===== src/rtl/mult_seq_ctrl_16x16.sv =====
// Handshake wrapper around an external sequential 16x16 multiplier:
// drains it after reset, launches one operation per accepted pair and guards the wait with a watchdog.
//
// state | meaning
// INIT  | multiplier drain period after reset or timeout, mult_st held low
// IDLE  | ready for an operand pair
// START | one-cycle mult_st pulse with operands presented
// WAIT  | waiting for mult_done under watchdog
// HOLD  | result presented until the consumer takes it
module mult_seq_ctrl_16x16 #(
  parameter int WDOG_LIMIT  = 63,
  parameter int INIT_CYCLES = 40
) (
  input  logic        clk,
  input  logic        rst_n,
  input  logic        in_valid,
  output logic        in_ready,
  input  logic [15:0] in_a,
  input  logic [15:0] in_b,
  output logic        out_valid,
  input  logic        out_ready,
  output logic [31:0] out_product,
  output logic        err,
  output logic        mult_st,
  output logic [15:0] mult_mplier,
  output logic [15:0] mult_mcand,
  input  logic        mult_done,
  input  logic [31:0] mult_product
);

  localparam int INIT_W = (INIT_CYCLES > 0) ? $clog2(INIT_CYCLES + 1) : 1;
  localparam int WDOG_W = (WDOG_LIMIT > 0) ? $clog2(WDOG_LIMIT + 1) : 1;
  localparam logic [INIT_W-1:0] INIT_TC = INIT_W'(INIT_CYCLES);
  localparam logic [WDOG_W-1:0] WDOG_TC = WDOG_W'(WDOG_LIMIT);

  typedef enum logic [2:0] {
    INIT  = 3'd0,
    IDLE  = 3'd1,
    START = 3'd2,
    WAIT  = 3'd3,
    HOLD  = 3'd4
  } state_t;

  state_t              state_q, state_d;
  logic [INIT_W-1:0]   init_cnt_q, init_cnt_d;
  logic [WDOG_W-1:0]   wdog_q, wdog_d;
  logic [WDOG_W-1:0]   wdog_inc;
  logic                err_q, err_d;
  logic [31:0]         prod_q, prod_d;
  logic [15:0]         a_q, a_d;
  logic [15:0]         b_q, b_d;

  assign wdog_inc = wdog_q + 1'b1;

  always_comb begin
    state_d    = state_q;
    init_cnt_d = init_cnt_q;
    wdog_d     = wdog_q;
    err_d      = err_q;
    prod_d     = prod_q;
    a_d        = a_q;
    b_d        = b_q;
    case (state_q)
      INIT: begin
        if (init_cnt_q == INIT_TC) begin
          state_d = IDLE;
        end else begin
          init_cnt_d = init_cnt_q + 1'b1;
        end
      end
      IDLE: begin
        if (in_valid) begin
          a_d     = in_a;
          b_d     = in_b;
          state_d = START;
        end
      end
      START: begin
        wdog_d  = '0;
        state_d = WAIT;
      end
      WAIT: begin
        wdog_d = wdog_inc;
        // A completion on the final allowed cycle still wins over the timeout.
        if (mult_done) begin
          prod_d  = mult_product;
          state_d = HOLD;
        end else if (wdog_inc == WDOG_TC) begin
          err_d      = 1'b1;
          init_cnt_d = '0;
          state_d    = INIT;
        end
      end
      HOLD: begin
        if (out_ready) begin
          state_d = IDLE;
        end
      end
      default: begin
        init_cnt_d = '0;
        state_d    = INIT;
      end
    endcase
  end

  always_ff @(posedge clk) begin
    if (!rst_n) begin
      state_q    <= INIT;
      init_cnt_q <= '0;
      wdog_q     <= '0;
      err_q      <= 1'b0;
      prod_q     <= '0;
      a_q        <= '0;
      b_q        <= '0;
    end else begin
      state_q    <= state_d;
      init_cnt_q <= init_cnt_d;
      wdog_q     <= wdog_d;
      err_q      <= err_d;
      prod_q     <= prod_d;
      a_q        <= a_d;
      b_q        <= b_d;
    end
  end

  assign in_ready    = (state_q == IDLE);
  assign out_valid   = (state_q == HOLD);
  assign mult_st     = (state_q == START);
  assign out_product = prod_q;
  assign err         = err_q;
  assign mult_mplier = a_q;
  assign mult_mcand  = b_q;

endmodule


===== config.mk =====
export PLATFORM = sky130hd
export DESIGN_NAME = mult_seq_ctrl_16x16
export DESIGN_NICKNAME = d
export VERILOG_FILES = /design/src/rtl/mult_seq_ctrl_16x16.sv
export SDC_FILE = /design/constraint.sdc
export NUM_CORES = 1
export LEC_CHECK = 0
export ABC_AREA = 1
export CORE_UTILIZATION = 35
export DETAILED_ROUTE_END_ITERATION = 8
export PLACE_DENSITY = 0.76
export SYNTH_ARGS = -nofsm -noshare
export SYNTH_HDL_FRONTEND = slang
export SYNTH_SLANG_ARGS = --single-unit

===== constraint.sdc =====
create_clock -name clk -period 3.6 [get_ports clk]
set_input_delay 1.08 -clock clk [delete_from_list [all_inputs] [get_ports clk]]
set_output_delay 1.08 -clock clk [all_outputs]
set_load 0.03 [all_outputs]

# After elaboration in Yosys (flattened, before gate mapping)
# Index checks and enable logic that the tools add are counted.
# W data, S select, Z words.
[totals]
memories = 0
ff_bits = 80
word_cells = 43
inputBits = 69
out_inout_bits = 68
rom_bits = 0
latch_bits = 0
mem_bits_rw = 0
[classes]
n_reduce_logical = 8
n_div = 0
addsub = 2
multipliers = 0
eq_ne = 13
n_shift = 0
order_cmp = 0
bitwise_logic = 2
n_mux = 11
[op_table]
columns = ["cell", "n"]
rows = [
  ["$mux W6", 3],
  ["$pmux W6 S3", 1],
  ["$mux W3", 5],
  ["$pmux W3 S5", 1],
  ["$add A6 B1 Y6 const B", 2],
  ["$eq A6 B6 Y1 const B", 2],
  ["$pmux W6 S2", 1],
  ["$ne A2 B2 Y1 const B", 5],
  ["$reduce_and A4 Y1", 2],
  ["$eq A3 B2 Y1 const B", 2],
  ["$reduce_and A2 Y1", 2],
  ["$eq A3 B1 Y1 const B", 1],
  ["$eq A3 B3 Y1 const B", 1],
  ["$logic_not A3 Y1", 1],
  ["$ne A3 B3 Y1 const B", 1],
  ["$reduce_and A3 Y1", 1],
  ["$reduce_or A3 Y1", 1],
  ["$ne A2 B1 Y1 const B", 1],
  ["$not A1 Y1", 2],
  ["$reduce_bool A2 Y1", 1],
]

# Longest topological paths before layout
[depth]
word_depth = 5
mapped_depth = 10
mapped_depth_nobuf = 10

# Worst setup path after synthesis
# No wires, ideal clock.
[synth_timing]
path_type = "register -> output"
startpoint = "register state_q[2]"
endpoint = "output port mult_st"
arrival_ns = 0.760
setup_slack_ns = 1.760
stages_incl_launch_ff = 4
n_path_buf = 0
required_time_ns = 2.520
path_cell_list = "dfxtp_1 inv_1 nand3_1 inv_1"
[synth_between]
elab_chain_len = 1
[synth_lines]
columns = ["item", "line_no", "source"]
rows = [
  ["from (decl)", "44", "state_t state_q, state_d;"],
  ["from (signal assigned)", "116", "state_q <= state_d;"],
  ["$eq A3 B2 Y1", "128", "assign mult_st = (state_q == START);"],
  ["to (decl)", "24", "output logic mult_st,"],
]
# No other way between the ends.

# Worst setup path after layout
[layout_timing]
startpoint = "register state_q[1]"
endpoint = "output port out_valid"
[layout_between]
elab_chain_len = 1
[layout_lines]
columns = ["item", "line_no", "source"]
rows = [
  ["$eq A3 B3 Y1", "127", "assign out_valid = (state_q == HOLD);"],
  ["to (decl)", "20", "output logic out_valid,"],
]
# No other way between the ends.

==> flow_summary.ini <==
[critical_path]
r2r-start = state_q[0]
startpoint = state_q[1]
path_buf_inv = 2
cp_max_fo = 4
worstSetupPathType = register to output pin
rr_worst_depth = 8
endpoint_kind = output pin
crit_arrival_ns = 1.78
startpoint_type = register
rrSetupSlack_ns = 1.69
crit_slowest_cell = clkdlybuf4s50_1
crit_chain = nor2_1, inv_2, nor2_4, clkdlybuf4s50_1
crit_family = buffers and inverters
required_ns = 2.52
r2r-end = mult_mcand[15]
crit_path_max_incr_delay_ns = 0.69

[route]
wire_per_inst_um = 12.8
wirelength_mm = 8.43
first_pass_iters = 4
drt-vias-per-instance = 4.73
vias = 3107
drt_iter0_markers = 62
drcViolationCount = 0
antenna_left = 0

[flow_run]
cap_violations = 0

[floorplanning]
rows = 34
die_x_um = 97.4
die_h_um = 97.4
die-area_um2 = 9490
initial_core_util_pct = 36.4
io_pins = 137
core_area_um2 = 8760

[pwr]
power_density_nw_per_um2 = 376
max-vdd-ir-drop_v = 0.000180
p_leak_nw = 1.85
total_power_mw = 1.79

[grt]
grt-busiest-layer = met2
grt.met2_usage_pct = 30.2
use_met1_pct = 22.2
grt_pass1_wl_mm = 14.0
grt_use_total_pct = 18.2
met3_usage_pct = 5.61
gr-total-overflow = 0
grt_max_degree = 42
antenna_found_initial = 0
grt_pass1_vias = 3025

[hold_path]
hold_start = err
hold_path_depth = 1
min_to = err
hp-class = register to register

[cts]
ctsResizeCount = 0
insertion_delay_ns = 0.33
clock_sinks = 80
cts_hold_buf = 0
cts_tree = yes
clk_pin_slew_ns = 0.08
root_buffer = clkbuf_8
postCtsSetupBuffers = 0
clockBufferDepth = 2
h-tree-depth = 3
cts_buffers = 9

[timing]
finalCriticalPeriod_ns = 2.86
hold_ws_ns = 0.482
rsz0062_at_grt = no
maxSlewHeadroom_pct = 62.2
clock.fmax_mhz = 350
setup_ws_ns = 0.739
hold_viol = 0
tns_ns = 0
fin_skew_ns = 0.00932
fin_crit_sh_pct = 79.5
setup-violations-final = 0
worst_pin_slew_ns = 0.566
slew_viol_final = 0

[cells_and_area]
final_util_pct = 54.5
design_area_um2 = 4770
synthToLayoutAreaGrowth_pct = 49.8
stdcell_count = 657
final_cell_mix = clkdlybuf4s50_1, nor2_1, dfxtp_1
layout_commonest_cell = clkdlybuf4s50_1
drive_gt1_share_pct = 8.38
nets = 617
antenna_cells = 0

[place]
dp_hpwl_mm = 5.97
place_congestion = 0.742
place_area_um2 = 4610
port_buffers = 136
pre_cts_slack_ns = 0.793
post-place-cells = 641

[synthesis]
yosysWarnings = 0
syn_area_per_cell_um2 = 7.68
synthesis.instances = 415
yosysSeqAreaShare_pct = 50.3
syn_nets = 488
synth-seq-cells = 80
synth_area_um2 = 3190
synth_cell_type_count = 29

[outcome]
outcome = finished, final reports clean
## worst max-delay path by stage
stage / end / slack, ns / depth (start not counted)
final: out_valid / 0.74 / 4
after global routing: out_valid / 0.65 / 4
after CTS: out_valid / 0.72 / 4
after detailed placement: mult_mcand[15] / 0.79 / 5
after global placement: mult_mplier[14] / 0.84 / 5
after floorplan: mult_st / 1.76 / 3
## area by class of cell
cell class / count / area, µm²
Clock buffer: 13 / 149
Clock inverter: 3 / 17.5
Fill cell: 846 / 3990
Inverter: 24 / 90.1
Multi-Input combinational cell: 291 / 1410
Sequential cell: 80 / 1600
Tap cell: 108 / 135
Timing Repair Buffer: 138 / 1370
## Yosys cell counts
cell | instances | area [µm²]
dfxtp_1 | 80 | 1600
nand2_4 | 1 | 11.3
buf_1 | 1 | 3.75
nand4_1 | 3 | 18.8
ha_1 | 4 | 50.1
nand2_1 | 31 | 116
or2_2 | 1 | 6.26
o21ai_2 | 1 | 8.76
nand3b_1 | 1 | 7.51
xor2_1 | 1 | 8.76
nand2_2 | 5 | 31.3
a21oi_2 | 6 | 52.6
a21oi_1 | 9 | 45.0
nor3_1 | 1 | 5.00
nor2_1 | 133 | 499
inv_2 | 5 | 18.8
buf_2 | 9 | 45.0
inv_1 | 19 | 71.3
nor3_4 | 1 | 16.3
o21a_1 | 1 | 7.51
xnor2_2 | 1 | 16.3
nand3_4 | 2 | 35.0
nor2_4 | 2 | 22.5
nor2_2 | 4 | 25.0
nor3b_1 | 2 | 15.0
nand3_1 | 14 | 70.1
nand3_2 | 1 | 10.0
clkbuf_1 | 10 | 37.5
o21ai_0 | 66 | 330
## metal layers
layer | wire (µm) | up-vias
li1 | - | 1582
met1 | 3880 | 1407
met2 | 3790 | 106
met3 | 625 | 12
met4 | 127 | 0
met5 | 0 | -
## state kept, by name (all words and copies together), names as in the netlist
name	count
mult_mcand	16
state_q	3
wdog_q	6
mult_mplier	16
err	1
out_product	32
init_cnt_q	6
## cells by family after synthesis
group,count (synthesis),synth area share [%]
adder cells (fa/ha/maj),4,1.57
AND/OR/NAND/NOR,202,27.9
AO/OA/AOI/OAI,83,13.9
XOR/XNOR,2,0.785
buffers and inverters,44,5.54
flip-flops,80,50.3
## power breakdown
| part | internal (mW) | total (mW) | switching (mW) |
|---|---|---|---|
| clock network | 0.268 | 0.572 | 0.304 |
| logic | 0.142 | 0.288 | 0.146 |
| registers | 0.914 | 0.934 | 0.0198 |
## worst reg2reg max path, delay by kind of cell, from the launching register on
family,cells,cell delay (ns)
buffers and inverters,3,0.72
AND/OR/NAND/NOR,5,0.76
flip-flops,1,0.36
No activity file was read; power rests on OpenSTA's default activity.
